===== config.mk =====
export PLATFORM = sky130hd
export DESIGN_NAME = frame_sequencer_flat
export DESIGN_NICKNAME = d
export VERILOG_FILES = /design/src/rtl/frame_seq_if.sv /design/src/rtl/frame_sequencer.sv /design/src/flat_wrapper.sv
export SDC_FILE = /design/constraint.sdc
export NUM_CORES = 1
export LEC_CHECK = 0
export BUFFER_PORTS_ARGS = -buffer_cell sky130_fd_sc_hd__buf_2
export CORE_ASPECT_RATIO = 0.9
export CORE_MARGIN = 1
export CORE_UTILIZATION = 40
export CTS_CLUSTER_SIZE = 12
export DETAILED_ROUTE_END_ITERATION = 8
export GPL_ROUTABILITY_DRIVEN = 1
export SLEW_MARGIN = 20
export SYNTH_ARGS = -nofsm -noshare
export SYNTH_HDL_FRONTEND = slang
export SYNTH_SLANG_ARGS = --single-unit

===== constraint.sdc =====
create_clock -name clk -period 1.9 [get_ports clk]
set_input_delay 0.19 -clock clk [delete_from_list [all_inputs] [get_ports clk]]
set_output_delay 0.19 -clock clk [all_outputs]
set_load 0.01 [all_outputs]

===== src/rtl/frame_seq_if.sv =====
// Handshake bundle between the frame sequencer and its rasterizer, colorloops,
// clip/split front end and display.
interface frame_seq_if #(
    parameter int NUM_CF_MODS = 4,
    parameter int FRAME_CNT_W = 16
);
    logic                   abort;
    logic                   tri_valid;
    logic                   tri_last;
    logic                   tri_ready;
    logic                   raster_start;
    logic                   raster_done;
    logic                   wf_flip;
    logic [NUM_CF_MODS-1:0] cl_start;
    logic [NUM_CF_MODS-1:0] cl_done;
    logic                   disp_idle;
    logic                   fb_flip;
    logic [FRAME_CNT_W-1:0] frame_count;
    logic                   busy;

    modport master (
        output abort, tri_valid, tri_last, raster_done, cl_done, disp_idle,
        input  tri_ready, raster_start, wf_flip, cl_start, fb_flip, frame_count, busy
    );

    modport slave (
        input  abort, tri_valid, tri_last, raster_done, cl_done, disp_idle,
        output tri_ready, raster_start, wf_flip, cl_start, fb_flip, frame_count, busy
    );
endinterface


===== src/rtl/frame_sequencer.sv =====
// Schedules the double-buffered wireframe and frame-buffer SRAMs: front FSM feeds the
// rasterizer triangle by triangle, back FSM colours the flipped wireframe and flips to display.
//
// state   | meaning
// R_IDLE  | ready for next triangle
// R_START | pulse raster_start for captured triangle
// R_WAIT  | rasterizer busy
// R_HOLD  | frame rasterized, waiting for wireframe swap
// C_IDLE  | colorloops free
// C_START | colorloops launched next cycle, done mask cleared
// C_RUN   | collecting per-slice done pulses
// C_HOLD  | frame buffer complete, waiting for display
module frame_sequencer #(
    parameter int NUM_CF_MODS = 4,
    parameter int FRAME_CNT_W = 16
) (
    input  logic       clk,
    input  logic       n_rst,
    frame_seq_if.slave bus
);
    typedef enum logic [1:0] {R_IDLE, R_START, R_WAIT, R_HOLD} front_t;
    typedef enum logic [1:0] {C_IDLE, C_START, C_RUN, C_HOLD} back_t;

    localparam logic [NUM_CF_MODS-1:0] ALL_DONE = '1;

    front_t                 front, front_nxt;
    back_t                  back, back_nxt;
    logic                   last_q, last_nxt;
    logic [NUM_CF_MODS-1:0] done_mask, mask_nxt;
    logic                   wf_swap, fb_swap;
    logic                   raster_start_q, wf_flip_q, fb_flip_q;
    logic [NUM_CF_MODS-1:0] cl_start_q;
    logic [FRAME_CNT_W-1:0] frame_count_q;

    always_comb begin
        front_nxt = front;
        back_nxt  = back;
        last_nxt  = last_q;
        mask_nxt  = done_mask;
        wf_swap   = (front == R_HOLD) && (back == C_IDLE);
        fb_swap   = (back == C_HOLD) && bus.disp_idle;

        case (front)
            R_IDLE: begin
                if (bus.tri_valid) begin
                    last_nxt  = bus.tri_last;
                    front_nxt = R_START;
                end
            end
            R_START: front_nxt = R_WAIT;
            R_WAIT: begin
                if (bus.raster_done) front_nxt = last_q ? R_HOLD : R_IDLE;
            end
            R_HOLD: begin
                if (back == C_IDLE) front_nxt = R_IDLE;
            end
            default: front_nxt = R_IDLE;
        endcase

        case (back)
            C_IDLE: begin
                if (wf_swap) back_nxt = C_START;
            end
            C_START: begin
                mask_nxt = '0;
                back_nxt = C_RUN;
            end
            C_RUN: begin
                mask_nxt = done_mask | bus.cl_done;
                if (mask_nxt == ALL_DONE) back_nxt = C_HOLD;
            end
            C_HOLD: begin
                if (bus.disp_idle) back_nxt = C_IDLE;
            end
            default: back_nxt = C_IDLE;
        endcase

        // abort overrides every transition and suppresses all pulses
        if (bus.abort) begin
            front_nxt = R_IDLE;
            back_nxt  = C_IDLE;
            last_nxt  = 1'b0;
            mask_nxt  = '0;
        end
    end

    always_ff @(posedge clk or negedge n_rst) begin
        if (!n_rst) begin
            front          <= R_IDLE;
            back           <= C_IDLE;
            last_q         <= 1'b0;
            done_mask      <= '0;
            raster_start_q <= 1'b0;
            wf_flip_q      <= 1'b0;
            cl_start_q     <= '0;
            fb_flip_q      <= 1'b0;
            frame_count_q  <= '0;
        end else begin
            front          <= front_nxt;
            back           <= back_nxt;
            last_q         <= last_nxt;
            done_mask      <= mask_nxt;
            raster_start_q <= (front_nxt == R_START);
            wf_flip_q      <= wf_swap && !bus.abort;
            cl_start_q     <= ((back == C_START) && !bus.abort) ? ALL_DONE : '0;
            fb_flip_q      <= fb_swap && !bus.abort;
            if (fb_swap && !bus.abort) frame_count_q <= frame_count_q + FRAME_CNT_W'(1);
        end
    end

    assign bus.tri_ready    = (front == R_IDLE);
    assign bus.busy         = (front != R_IDLE) || (back != C_IDLE);
    assign bus.raster_start = raster_start_q;
    assign bus.wf_flip      = wf_flip_q;
    assign bus.cl_start     = cl_start_q;
    assign bus.fb_flip      = fb_flip_q;
    assign bus.frame_count  = frame_count_q;
endmodule


===== src/flat_wrapper.sv =====
// flat-port wrapper written by rule: the top's interface ports become plain ports
module frame_sequencer_flat 
#(
    parameter int NUM_CF_MODS = 4,
    parameter int FRAME_CNT_W = 16
)
  (clk, n_rst, bus_abort, bus_tri_valid, bus_tri_last, bus_raster_done, bus_cl_done, bus_disp_idle, bus_tri_ready, bus_raster_start, bus_wf_flip, bus_cl_start, bus_fb_flip, bus_frame_count, bus_busy);
  frame_seq_if #(.NUM_CF_MODS(NUM_CF_MODS), .FRAME_CNT_W(FRAME_CNT_W)) bus_i ();
  input  logic clk;
  input  logic n_rst;
  input wire logic [$bits(bus_i.abort)-1:0] bus_abort;
  input wire logic [$bits(bus_i.tri_valid)-1:0] bus_tri_valid;
  input wire logic [$bits(bus_i.tri_last)-1:0] bus_tri_last;
  input wire logic [$bits(bus_i.raster_done)-1:0] bus_raster_done;
  input wire logic [$bits(bus_i.cl_done)-1:0] bus_cl_done;
  input wire logic [$bits(bus_i.disp_idle)-1:0] bus_disp_idle;
  output wire logic [$bits(bus_i.tri_ready)-1:0] bus_tri_ready;
  output wire logic [$bits(bus_i.raster_start)-1:0] bus_raster_start;
  output wire logic [$bits(bus_i.wf_flip)-1:0] bus_wf_flip;
  output wire logic [$bits(bus_i.cl_start)-1:0] bus_cl_start;
  output wire logic [$bits(bus_i.fb_flip)-1:0] bus_fb_flip;
  output wire logic [$bits(bus_i.frame_count)-1:0] bus_frame_count;
  output wire logic [$bits(bus_i.busy)-1:0] bus_busy;
  assign bus_i.abort = bus_abort;
  assign bus_i.tri_valid = bus_tri_valid;
  assign bus_i.tri_last = bus_tri_last;
  assign bus_i.raster_done = bus_raster_done;
  assign bus_i.cl_done = bus_cl_done;
  assign bus_i.disp_idle = bus_disp_idle;
  assign bus_tri_ready = bus_i.tri_ready;
  assign bus_raster_start = bus_i.raster_start;
  assign bus_wf_flip = bus_i.wf_flip;
  assign bus_cl_start = bus_i.cl_start;
  assign bus_fb_flip = bus_i.fb_flip;
  assign bus_frame_count = bus_i.frame_count;
  assign bus_busy = bus_i.busy;
  frame_sequencer #(.NUM_CF_MODS(NUM_CF_MODS), .FRAME_CNT_W(FRAME_CNT_W)) u_core (.clk(clk), .n_rst(n_rst), .bus(bus_i));
endmodule

; Word level (Yosys, flattened, before mapping)
; Index checks and enable logic that the tools add are counted.
[word_totals]
ff_bits = 32
output_inout_bits = 25
in_bits = 11
[classes]
bitwise = 1
n_mux = 17
addsub = 1
eq_ne = 11
n_reduce_logical = 16
[op_table]
columns = op, n
row1 = 2-bit two-way mux, 9
row2 = "16-bit by 1-bit adder with 16-bit output, second input constant", 1
row3 = 2-bit case mux with 4 select lines, 2
row4 = "2-bit == test, second input constant", 4
row5 = 4-bit two-way mux, 2
row6 = 4-bit case mux with 2 select lines, 1
row7 = 2-bit nonzero test, 4
row8 = "2-bit by 1-bit == test with 1-bit output, second input constant", 3
row9 = "3-bit by 2-bit inequality test with 1-bit output, second input constant", 2
row10 = 1-bit logical AND, 5
row11 = "4-bit == test, second input constant", 1
row12 = 2-bit logical NOT, 2
row13 = 4-bit bitwise OR, 1
row14 = 1-bit two-way mux, 3
row15 = "3-bit inequality test, second input constant", 1
row16 = 3-bit AND reduction, 1
row17 = 3-bit nonzero test, 1
row18 = 2-bit AND reduction, 1
row19 = 1-bit logical NOT, 1
row20 = 1-bit logical OR, 1

; Logic depth before layout (Yosys ltp)
[depth]
depth_word = 5
ltp_mapped = 6

; Least setup slack after synthesis
; No wires, ideal clock.
[synth_timing]
path_type = reg2reg
start = register u_core.back[0]
end = register u_core.frame_count_q[15] (netlist: u_core.bus.frame_count[15])
path_buffers = 0
required_time_ns = 1.776
arrival_ns = 1.336
setup_ns = 0.124
path_slack_ns = 0.439
path_stages_with_launch = 6
path_cell_list = dfrtp_1 ha_1 nand3b_4 nor4_4 nand4_1 xnor2_1
[synth_via]
elab_chain_cells = 3
[synth_rtl]
columns = element, line
row1 = start: declaration, frame_sequencer.sv:27  ; back_t back, back_nxt;
row2 = start signal: assignment, frame_sequencer.sv:100  ; back <= back_nxt;
row3 = 2-bit == test, frame_sequencer.sv:41  ; fb_swap = (back == C_HOLD) && bus.disp_idle;
row4 = 1-bit logical AND, frame_sequencer.sv:41
row5 = 1-bit logical AND, frame_sequencer.sv:107  ; if (fb_swap && !bus.abort) frame_count_q <= frame_count_q + FRAME_CNT_W'(1);
row6 = end signal: assignment, frame_sequencer.sv:107
row7 = end: declaration, frame_sequencer.sv:33  ; logic [FRAME_CNT_W-1:0] frame_count_q;
; No other way between the ends.
; A chain may end at the register's enable or synchronous reset.

; Worst setup path after layout
; Same ends and word-level chain as after synthesis.

==> results by group <==
Die
  – Die X-Extent: 63.64 um
  – DIE AREA: 0.003657 mm2
  – Starting Density: 0.4325
  – Rows: 19
  – IO Pins: 36
  – Core outline area: 0.003162 mm2
  – Height of the die: 57.47 um

Setup path
  – WP data required: 2.05 ns
  – CP endpoint: u_core.bus.frame_count[15]$_DFFE_PN0P_
  – Reg2reg end: u_core.bus.frame_count[15]$_DFFE_PN0P_
  – R2R cell count: 5
  – Crit-path max FO: 7
  – Crit path DAT: 1.75 ns
  – Critical Path End Type: flop
  – RR Startpoint: u_core.back[0]$_DFFE_PN0P_
  – Critical path startpoint category: flop
  – Worst reg-to-reg setup slack: 0.31 ns
  – Critical path origin: u_core.back[0]$_DFFE_PN0P_
  – Class of the most critical setup path: flop to flop

Job
  – Total of max-cap violations: 0

Clock network
  – Num CTS Buffers: 5
  – Setup bufs post-CTS: 0
  – Clk slew on worst S/H paths: 0.05 ns
  – Root buffer cell: clkbuf_8
  – Post-CTS sizing: 0
  – CTS tree: built
  – H-Tree Depth: 2
  – Clock buffer depth: 2
  – Clk sink count: 29
  – Worst-Skew Late Latency: 0.27 ns

Yosys
  – Synth Register Bits: 29
  – Cell taking the most area after synthesis: dfrtp_1
  – Post-Syn Area: 0.001368 mm2
  – Synth area leaders: dfrtp_1 (53%), xnor2_1 (7.0%), ha_1 (5.5%)
  – Yosys Warn Count: 0
  – Post-Synthesis Cells: 125
  – Syn Nets: 142
  – Top cell type's share of synthesized area: 0.5306
  – Library cells used by synthesis: 29
  – Mean post-synth cell area: 10.94 um2
  – Sequential area share after synthesis: 0.5306

Placement
  – Placed Cells: 198
  – Placer congestion estimate: 0.7650
  – Post-DP HPWL: 1.804 mm
  – Buffers on Ports: 35

Cells and area
  – FF/Latch Area: 725.7 um2
  – Commonest non-fill, non-tap cells in the layout: buf_2 (35), dfrtp_1 (29), nand2_1 (14)
  – Syn-to-layout area delta: 21.78%
  – Layout cells sized above 1: 0.2683
  – Multi-input logic area: 596.8 um2
  – Commonest non-fill, non-tap cell in the layout: buf_2
  – Final Non-Filler Cells: 206
  – Diodes inserted: 0
  – Final #Nets: 181
  – Fillers: 298

Drt
  – 1st-iter DRT viols: 37
  – Routed Wire Length: 2.353 mm
  – DR vias/cell: 4.976
  – DRC: 0
  – Drt wl/cell: 11.42 um
  – Vias: 1,025
  – Drt pass-1 iters: 4
  – Final antenna-violating net count: 0

Outcome
  – Status: complete, no violations

GRT
  – Grt met1 use: 0.2015
  – First-pass GRT wire length: 4.257 mm
  – Largest net degree at the start of global routing: 30
  – Grt met3 use: 0.04800
  – Initial antenna violation count: 0
  – GRT Total Usage: 0.1550
  – Number of global-route vias before repair: 962
  – GR peak layer: met2
  – M2 GR Usage: 0.2340
  – Grt ovf: 0

Timing
  – Post-layout min period: 1.593 ns
  – Hold WS: 0.1800 ns
  – Final Cycle Share: 0.8382
  – Worst Clk Skew: 0.005103 ns
  – Finish-stage setup viols: 0
  – Count of pins over their slew limit: 0
  – Slew @ Worst Pin: 0.6152 ns
  – Slew margin rel.: 0.5899
  – Fin. Hold Viols: 0
  – Peak Freq: 627.9 MHz
  – RSZ-0062 raised after global routing: false
  – Setup TNS: 0 ns

Power and ir drop
  – LEAKAGE: 0.0008783 uW
  – Cell Pwr Density: 874.4 mW/mm2
  – Max VDD drop: 0.5377 mV

Hold path
  – Worst hold path type: primary input to flop
==> cells in the mapped netlist, drive strengths merged <==
cell / instances
o22ai: 2
and3b: 1
nand3: 7
a311oi: 1
nand2b: 5
nor2b: 4
nor2: 4
buf: 3
and4: 2
a41o: 1
xnor2: 11
nor3b: 1
inv: 5
nand4: 1
nor4: 1
nand3b: 2
a21oi: 9
nand2: 14
dfrtp: 29
nor3: 1
a211oi: 1
or2: 1
ha: 6
clkbuf: 1
and3: 2
o21ai: 6
xor2: 4
==> area by class of cell <==
| cell class | instances | area share |
|---|---|---|
| clock buffers | 7 | 0.05184 |
| flip-flops and latches | 29 | 0.4358 |
| multi-input cells | 87 | 0.3584 |
| well taps | 42 | 0.03156 |
| repair buffers | 36 | 0.1112 |
| inverters | 5 | 0.01127 |
==> metal layers <==
layer | part of all wire | wire length [um]
met2 | 0.48 | 1137
met5 | 0 | 0
met1 | 0.47 | 1101
met3 | 0.044 | 104
met4 | 0.0034 | 8
==> stage by stage <==
stage	power [uW]	cell area, um2	setup slack, ns	utilization
2_1_floorplan	895.8	1368	0.4394	-
3_3_place_gp	971.0	1569	0.3702	0.4962
3_5_place_dp	982.0	1569	0.2997	0.4962
4_1_cts	1478	1665	0.2889	0.5267
5_1_grt	1553	1665	0.1396	0.5267
6_report	1456	1665	0.3074	0.5267
==> worst min-delay path by stage <==
| stage | from | to | slack, ns | cells past startpoint |
|---|---|---|---|---|
| floorplan | n_rst | u_core.back[0]$_DFFE_PN0P_ | -0.11 | 0 |
| global placement | n_rst | u_core.done_mask[1]$_DFFE_PN0P_ | 0.25 | 1 |
| detailed placement | n_rst | u_core.bus.frame_count[1]$_DFFE_PN0P_ | 0.25 | 1 |
| CTS | bus_tri_valid | u_core.last_q$_DFFE_PN0P_ | 0.17 | 3 |
| global route | bus_tri_valid | u_core.last_q$_DFFE_PN0P_ | 0.20 | 3 |
| finish | bus_tri_valid | u_core.last_q$_DFFE_PN0P_ | 0.18 | 3 |
==> critical path, cell delays in order (launching register included) <==
cell and delay (ns):
dfrtp_1 0.39, ha_1 0.22, nand3b_4 0.15, nor4_4 0.40, nand4_1 0.16, xnor2_1 0.15
==> power by group <==
part / total (uW) / internal, uW / switching (uW)
Sequential: 696 / 658 / 38.3
Combinational: 275 / 121 / 155
Clock: 485 / 286 / 199
==> registers in the layout (all words and copies together), names as in the netlist <==
signal / flops
u_core.back: 2
u_core.bus.cl_start: 1
u_core.bus.fb_flip: 1
u_core.bus.frame_count: 16
u_core.bus.raster_start: 1
u_core.bus.wf_flip: 1
u_core.done_mask: 4
u_core.front: 2
u_core.last_q: 1
==> kinds of logic (layout without fill, tap and decap cells) <==
logic type                 after synthesis  in the layout  share of synthesized area
AOI/OAI and AO/OA                       20             20                    0.08325
DFF                                     29             29                     0.5307
xor gates and xnor gates                15             15                    0.09606
and+or+nand+nor                         46             46                     0.2022
adders and majority gates                6              6                    0.05489
buffers and inverters                    9             48                    0.03293
==> repair_timing <==
| item | CTS | global route |
|---|---|---|
| hold endpoints to repair | 29 | 0 |
| hold buffers | 1 | 0 |
| setup endpoints to repair | 0 | 0 |
(Power assumes the default switching activity.)
